===== src/rtl/rsa_two_power_mod.sv =====
// rsa_two_power_mod
// Pre-conditioning stage that sits in front of the Montgomery exponentiator.
// It takes one raw job {msg, key, modulus} and computes the Montgomery
// conversion constant base = 2^(2*MOD_WIDTH) mod modulus. The constant is
// built by repeated doubling with one conditional subtract per cycle,
// starting from r = 1. The block then presents the packed job
// {base, msg, key, modulus} on a valid/ready output.
// Only one job is in flight at a time.

module rsa_two_power_mod #(
    parameter int MOD_WIDTH = 256
) (
    input  logic                   clk,
    input  logic                   rst,
    input  logic                   i_valid,
    output logic                   i_ready,
    input  logic [MOD_WIDTH-1:0]   i_msg,
    input  logic [MOD_WIDTH-1:0]   i_key,
    input  logic [MOD_WIDTH-1:0]   i_modulus,
    output logic                   o_valid,
    input  logic                   o_ready,
    output logic [4*MOD_WIDTH-1:0] o_out
);

    // The counter must hold values 0 .. 2*MOD_WIDTH.
    localparam int CNT_W = $clog2(2*MOD_WIDTH+1);
    // This is the counter value on the last doubling step.
    localparam logic [CNT_W-1:0] LAST_STEP = CNT_W'(2*MOD_WIDTH-1);
    localparam logic [CNT_W-1:0] CNT_ONE   = CNT_W'(1);

    typedef enum logic [1:0] {
        ST_IDLE = 2'd0,
        ST_CALC = 2'd1,
        ST_DONE = 2'd2
    } state_t;

    state_t                 state_reg,   state_next;
    logic [CNT_W-1:0]       counter_reg, counter_next;
    logic [MOD_WIDTH-1:0]   r_reg,       r_next;
    logic [MOD_WIDTH-1:0]   msg_reg,     msg_next;
    logic [MOD_WIDTH-1:0]   key_reg,     key_next;
    logic [MOD_WIDTH-1:0]   mod_reg,     mod_next;

    // Datapath for one doubling step.
    logic [MOD_WIDTH:0]     shifted;
    logic [MOD_WIDTH-1:0]   diff;
    logic [MOD_WIDTH-1:0]   step_r;

    logic                   accept;

    // The block accepts a job only in IDLE. Reset masks this so that no
    // upstream handshake can appear to complete while reset is held.
    assign i_ready = (state_reg == ST_IDLE) && !rst;
    assign accept  = i_valid && i_ready;
    assign o_valid = (state_reg == ST_DONE);

    // One shift-and-subtract step. The compare uses the full MOD_WIDTH+1-bit
    // doubled value, so a carry out of the top bit is never lost. The
    // subtraction only needs the low bits: when t >= N the true result is
    // below N and therefore fits in MOD_WIDTH bits.
    always_comb begin
        shifted = {r_reg, 1'b0};
        diff    = shifted[MOD_WIDTH-1:0] - mod_reg;
        step_r  = (shifted >= {1'b0, mod_reg}) ? diff : shifted[MOD_WIDTH-1:0];
    end

    // This block holds the state register and the captured job registers.
    // Reset takes priority over every other input.
    always_ff @(posedge clk) begin
        if (rst) begin
            state_reg   <= ST_IDLE;
            counter_reg <= '0;
            r_reg       <= '0;
            msg_reg     <= '0;
            key_reg     <= '0;
            mod_reg     <= '0;
        end else begin
            state_reg   <= state_next;
            counter_reg <= counter_next;
            r_reg       <= r_next;
            msg_reg     <= msg_next;
            key_reg     <= key_next;
            mod_reg     <= mod_next;
        end
    end

    // This block computes the next state and the next register values. By
    // default every register holds its value, so the job registers and r
    // stay frozen while DONE waits for the output handshake.
    always_comb begin
        state_next   = state_reg;
        counter_next = counter_reg;
        r_next       = r_reg;
        msg_next     = msg_reg;
        key_next     = key_reg;
        mod_next     = mod_reg;

        case (state_reg)
            ST_IDLE: begin
                if (accept) begin
                    msg_next     = i_msg;
                    key_next     = i_key;
                    mod_next     = i_modulus;
                    // The residue of 1 mod 1 is 0. Every later doubling of 0
                    // also stays 0, so starting from 0 gives the result 0.
                    r_next       = (i_modulus == MOD_WIDTH'(1)) ? '0 : MOD_WIDTH'(1);
                    counter_next = '0;
                    state_next   = ST_CALC;
                end
            end
            ST_CALC: begin
                r_next       = step_r;
                counter_next = counter_reg + CNT_ONE;
                if (counter_reg == LAST_STEP) begin
                    state_next = ST_DONE;
                end
            end
            ST_DONE: begin
                if (o_ready) begin
                    state_next = ST_IDLE;
                end
            end
            default: begin
                state_next = ST_IDLE;
            end
        endcase
    end

    // The output word is {base, msg, key, modulus} with base in the top
    // field. Each field is placed into its own MOD_WIDTH slice.
    logic [MOD_WIDTH-1:0] out_field [4];

    assign out_field[0] = mod_reg;
    assign out_field[1] = key_reg;
    assign out_field[2] = msg_reg;
    assign out_field[3] = r_reg;

    generate
        for (genvar gi = 0; gi < 4; gi++) begin : g_pack
            assign o_out[gi*MOD_WIDTH +: MOD_WIDTH] = out_field[gi];
        end
    endgenerate

endmodule


===== config.mk =====
export PLATFORM = sky130hd
export DESIGN_NAME = rsa_two_power_mod
export DESIGN_NICKNAME = d
export VERILOG_FILES = /design/src/rtl/rsa_two_power_mod.sv
export SDC_FILE = /design/constraint.sdc
export NUM_CORES = 2
export LEC_CHECK = 0
export ABC_CLOCK_PERIOD_IN_PS = 4120
export CAP_MARGIN = 20
export CORE_AREA = 2 2 697 699
export CTS_CLUSTER_SIZE = 14
export DETAILED_ROUTE_END_ITERATION = 6
export DIE_AREA = 0 0 699 701
export GPL_ROUTABILITY_DRIVEN = 0
export HOLD_SLACK_MARGIN = 0.03
export PLACE_DENSITY = 0.3
export SYNTH_ARGS = -nofsm -noshare
export SYNTH_HDL_FRONTEND = slang
export SYNTH_SLANG_ARGS = --single-unit

===== constraint.sdc =====
create_clock -name clk -period 4.12 [get_ports clk]
set_input_delay 1.236 -clock clk [delete_from_list [all_inputs] [get_ports clk]]
set_output_delay 1.236 -clock clk [all_outputs]
set_load 0.03 [all_outputs]

### Word level (Yosys, flattened, before mapping)

Cells that the tools add are included.

* word-level logic and storage cells: 34
* register bits after elaboration: 1036
* output and inout bits: 1026
* input bits: 772

* mux-type cells: 10
* magnitude comparators: 1
* add/subtract/negate cells: 2
* reduce and logical (&&, ||, !) cells: 8
* equality and inequality tests: 7

Operators with widths (number)
* $mux W256: 2
* $pmux W256 S2: 1
* $ge A257 B256 Y1: 1
* $eq A256 B1 Y1 const B: 1
* $sub A256 B256 Y256: 1
* $pmux W10 S2: 1
* $add A10 B1 Y10 const B: 1
* $eq A10 B9 Y1 const B: 1
* $mux W10: 1
* $mux W2: 3
* $pmux W2 S3: 1
* $ne A2 B2 Y1 const B: 2
* $reduce_and A2 Y1: 2
* $reduce_and A3 Y1: 1
* $eq A2 B1 Y1 const B: 1
* $eq A2 B2 Y1 const B: 1
* $logic_and A1 B1 Y1: 2
* $logic_not A2 Y1: 1
* $ne A2 B1 Y1 const B: 1
* $reduce_bool A2 Y1: 1
* $logic_not A1 Y1: 1
* $mux W1: 1

### Longest topological paths before layout

* depth after elaboration: 5
* gate-level depth with buffers: 19
* gate-level depth less buffers: 16

### Worst setup path before layout

Ideal clock, no wire load.

* path type: register to register
* start point: register mod_reg[68]
* end point: register r_reg[183]
* arrival: 3668 ps
* library setup time: 122 ps
* setup slack: 331 ps
* stages on the path, launching flop included: 18
* clock period less this slack: 3789 ps
* path buffers: 1
* data required time: 3998 ps
* cells stage by stage: dfxtp_1 -> inv_1 -> ha_1 -> buf_2 -> nand4_4 -> nor4_4 -> nand3_1 -> or3_4 -> nor4_4 -> nand3_1 -> o211ai_2 -> nor4b_4 -> a21oi_2 -> o31ai_2 -> a21oi_1 -> xor2_1 -> nor2_1 -> a221o_1

* cells in the longest elaborated chain, start to end: 3
* elaborated cells between the ends (all ways): 4
* those cells by class: add/sub: 1; order compare: 1; mux: 2

RTL lines
* start, declared: line 42 `logic [MOD_WIDTH-1:0] mod_reg, mod_next;`
* start signal, assigned: line 83 `mod_reg <= mod_next;`
* $sub A256 B256 Y256 or $ge A257 B256 Y1 (tied branches): line 63, 64
* $mux W256 (*): line 64 `step_r = (shifted >= {1'b0, mod_reg}) ? diff : shifted[MOD_WIDTH-1:0];`
* $pmux W256 S2 (*): line 98 `case (state_reg)`
* end signal, assigned: line 80 `r_reg <= r_next;`
* end, declared: line 39 `logic [MOD_WIDTH-1:0] r_reg, r_next;`

Every way passes the cells marked *; elsewhere a longest branch is shown, timed or not.
A chain may end at the register's enable or synchronous reset.

### Worst setup path after layout

* start point: register mod_reg[174]
* end point: register r_reg[231]

Same word-level chain as after synthesis.

==> tab_implementation.tex <==
\begin{tabular}{lr}
\hline
Metric & Value \\
\hline
\multicolumn{2}{l}{\textbf{Status}} \\
\quad Outcome & finished, violations left \\
\quad Failing checks & negative setup slack \\
\multicolumn{2}{l}{\textbf{Worst setup path}} \\
\quad R2r worst-path depth & 13 \\
\quad Critical path capture point type & flop \\
\quad Category of the critical setup timing path & flop to flop \\
\quad Setup slack, reg-to-reg & -330 ps \\
\quad Element type at the critical path start & flop \\
\quad Data arrival at the endpoint of the critical path & 5250 ps \\
\quad Startpoint of the worst register-to-register path & mod\_reg[174]\$\_SDFFE\_PP0P\_ \\
\quad Worst Setup SP & mod\_reg[174]\$\_SDFFE\_PP0P\_ \\
\quad Data required, critical path & around 4900 ps \\
\quad Setup crit end & r\_reg[231]\$\_SDFFE\_PP0P\_ \\
\quad Largest fanout on the critical path & 7 \\
\quad Capture instance of the worst register-to-register path & r\_reg[231]\$\_SDFFE\_PP0P\_ \\
\multicolumn{2}{l}{\textbf{STA}} \\
\quad Worst slew pin tran & around 1500 ps \\
\quad Final-report setup violation count & 150 \\
\quad Max Freq & between 200 and 250 MHz \\
\quad Max transition margin & 0.0274 \\
\quad Final min period & about 4500 ps \\
\quad Worst hold slack after final layout & $\sim$470 ps \\
\quad Portion of the clock cycle consumed by the worst path in the final layout & 1.08 \\
\quad Max-slew violation total from the final report & 0 \\
\quad Unrepaired setup endpoints after global routing & true \\
\quad Minimum setup slack in the final design & -333 ps \\
\quad Clock skew after layout & about 62 ps \\
\quad Final hold viol count & 0 \\
\multicolumn{2}{l}{\textbf{Clock network}} \\
\quad Clock-pin slew on the worst setup and hold paths & roughly 60 ps \\
\quad Cts-stage hold buffer count & 0 \\
\quad Skew-Pair Late Insertion Delay & 920 ps \\
\quad Number of clock sinks & just over 1k \\
\quad TritonCTS clock tree & done \\
\quad CTS Buf Count & 161 \\
\quad CTS max path bufs & 4 \\
\quad CTS Root Buffer Type & clkbuf\_16 \\
\quad Number of H-tree levels & 4 \\
\multicolumn{2}{l}{\textbf{Synth}} \\
\quad Sequential share of the synthesized area & 0.351 \\
\quad Syn. warnings & 0 \\
\quad Synth Area per Inst & between 7 and 8 um2 \\
\quad Number of enable flip-flop cells after synthesis & 0 \\
\quad Async set-or-reset flop fraction in the synthesized netlist & 0 \\
\quad Dominant register cell in the synthesized netlist & dfxtp\_1 \\
\quad Net Count, Synth & approximately 9.0k \\
\quad Post-synthesis cell area & slightly below 60,000 um2 \\
\quad Synth top area share & 0.351 \\
\quad Register bit count reported by yosys & around 1.0k \\
\quad Largest cells by area after synthesis & dfxtp\_1 35\%, nand2\_1 12\%, nand3b\_1 6.6\%, a21oi\_1 5.5\%, ha\_1 5.4\% \\
\quad Count of cell types in the netlist & 95 \\
\quad Number of instances in the synthesized netlist & roughly 8k \\
\quad Top cell type by total area after synthesis & dfxtp\_1 \\
\multicolumn{2}{l}{\textbf{Detailed routing}} \\
\quad Ratio of routed vias to standard cells & between 4 and 5 \\
\quad Routed Wire Length & about 620,000 um \\
\quad Pre-Repair DR Iteration Count & 6 \\
\quad \# DRC & 0 \\
\quad Detailed Route Iter0 Violations & approximately 6k \\
\quad Antenna Nets Post-Route & 0 \\
\quad Via Count & $\sim$77k \\
\quad Drt wl/cell & 34.4 um \\
\multicolumn{2}{l}{\textbf{Power}} \\
\quad Design Power & approximately 0.038 W \\
\quad Standby leakage power & 46.7 nW \\
\quad Highest ir drop seen on vdd & around 0.27 mV \\
\quad Areal power density over the cells & 345 nW/um2 \\
\multicolumn{2}{l}{\textbf{Final layout}} \\
\quad Total area of multi-input combinational cells & between 30,000 and 40,000 um2 \\
\quad Filler instances & around 53k \\
\quad Filler-free cell count of the finished design & approximately 18k \\
\quad Sequential cell area & slightly above 20,000 um2 \\
\quad Final core utilization & 0.231 \\
\quad Share of post-route cells with drive strength above 1 & 0.277 \\
\quad Total Nets Final & $\sim$13k \\
\quad Area growth from synthesis to final layout & 88.5\% \\
\multicolumn{2}{l}{\textbf{GRT}} \\
\quad Antenna violations before repair & between 200 and 250 \\
\quad Total global routing track utilization & 0.242 \\
\quad Largest net degree at the start of global routing & about 190 \\
\quad Via count of the first global-routing pass & $\sim$77k \\
\quad Global-route wire length before repair & about 790,000 um \\
\quad Gr ovfl total & 0 \\
\multicolumn{2}{l}{\textbf{Die}} \\
\quad Horizontal extent of the die & 699 um \\
\quad Count of pins on the block boundary & 1,798 \\
\quad Die area & roughly 490,000 um2 \\
\quad Total number of placement rows & 255 \\
\quad Initial Util & 0.123 \\
\quad Total core area & roughly 480,000 um2 \\
\quad Die Ht & $\sim$700 um \\
\multicolumn{2}{l}{\textbf{Flow run}} \\
\quad Max\_cap viols & 0 \\
\multicolumn{2}{l}{\textbf{Min path}} \\
\quad Worst hold path class & flop to flop \\
\multicolumn{2}{l}{\textbf{Placed design}} \\
\quad IO Port Bufs & 1,797 \\
\quad \# placed instances & roughly 18k \\
\quad Post-DP HPWL & $\sim$540,000 um \\
\hline
\end{tabular}
## layer usage
metal / vias to the layer above / wire length, um / track usage / part of all wire
met1: 37693 / 229000 / 0.260 / 0.37
met4: 122 / 45800 / 0.138 / 0.073
li1: 35177 / - / - / -
met2: 2974 / 288000 / 0.405 / 0.46
met5: - / 810 / 0 / 0.0013
met3: 1010 / 60300 / 0.0916 / 0.097
## power breakdown
group | leakage, nW | internal, W | switching [W]
Combinational | 35.5 | 0.00492 | 0.00757
Sequential | 8.52 | 0.0106 | 0.000407
Clock | 2.68 | 0.00870 | 0.00617
## worst min path at each step
stage,start,end,depth (start not counted)
6_report,msg_reg[187]$_SDFFE_PP0P_,msg_reg[187]$_SDFFE_PP0P_,2
5_1_grt,msg_reg[35]$_SDFFE_PP0P_,msg_reg[35]$_SDFFE_PP0P_,2
4_1_cts,msg_reg[219]$_SDFFE_PP0P_,msg_reg[219]$_SDFFE_PP0P_,2
3_5_place_dp,msg_reg[219]$_SDFFE_PP0P_,msg_reg[219]$_SDFFE_PP0P_,2
3_3_place_gp,counter_reg[5]$_SDFFE_PP0P_,counter_reg[5]$_SDFFE_PP0P_,1
2_1_floorplan,counter_reg[6]$_SDFFE_PP0P_,counter_reg[6]$_SDFFE_PP0P_,1
## cell type report
class	instances	area share
multi-input combinational	6010	0.353
tap	6425	0.0722
inverter	367	0.0124
antenna	72	0.00162
timing repair buffer	3959	0.324
sequential	1036	0.187
clock buffer	223	0.0414
clock inverter	65	0.00797
## through the flow
stage | instance area [um2] | setup WS [ps] | setup TNS (ps)
CTS | 109000 | -225 | -2320
global placement | 98500 | -1350 | -237760
floorplan | 59100 | 331 | 0
global route | 111000 | -339 | -38410
detailed placement | 98500 | -1380 | -250430
finish | 111000 | -333 | -9370
## logic make-up after synthesis
logic type      count (synthesis)  share of synthesized area
simple gates                 3427                      0.276
mux                            14                    0.00239
compound gates               2070                      0.219
xor+xnor                      241                     0.0357
flops                        1036                      0.351
buf+inv                       923                     0.0617
fa+ha+maj                     258                     0.0548
## cells in the final DEF (no fill, tap or decap), types with 81 or more instances in the layout
| cell type | n |
|---|---|
| xnor2_1 | 148 |
| clkdlybuf4s50_1 | 1782 |
| o21ai_1 | 201 |
| inv_1 | 322 |
| nor3_1 | 87 |
| a21oi_2 | 100 |
| ha_4 | 84 |
| o21bai_1 | 94 |
| a21oi_1 | 518 |
| dfxtp_1 | 993 |
| nand2_1 | 1796 |
| o21ai_0 | 287 |
| nand3b_1 | 517 |
| xor2_1 | 81 |
| o31ai_1 | 277 |
| clkbuf_16 | 178 |
| nand4_1 | 217 |
| ha_1 | 159 |
| a21o_1 | 113 |
| buf_4 | 1997 |
| nor2_1 | 375 |
## worst max-delay path, stage by stage, from the launching register on
cell and delay (ps):
dfxtp_1 330, inv_1 110, ha_1 440, buf_4 180, nand4_1 240, nor2_1 270
nand2_1 250, nor3_1 630, nand4_1 470, o41ai_4 770, buf_4 250, a31oi_4 120
xor2_2 180, o21ai_1 80
## cell usage after synthesis, types with 17 or more instances
library cell,number
a31oi_1,35
a21o_1,113
nand3b_1,517
a22oi_1,74
clkbuf_1,427
dfxtp_1,1036
nand2_1,1819
or2_2,24
o21ai_0,508
a21oi_1,651
ha_1,257
nor4_1,95
o31ai_1,287
a221oi_1,17
nor2b_1,21
nor2_1,481
buf_2,114
xor2_1,85
o21bai_1,99
o21ai_1,20
nand4_1,217
xnor2_1,156
nand3_1,59
a211oi_1,25
o21a_1,51
nor3_1,106
a32oi_1,28
inv_1,367
nand2b_1,24
a21boi_0,28
## repair_timing
item                                    4_1_cts  5_1_grt
resized for setup                           749      549
setup buffers                               106       51
pin swaps                                   204      235
gates cloned                                 21       19
endpoints found under the setup margin      256      256
No activity file was read; power rests on OpenSTA's default activity.
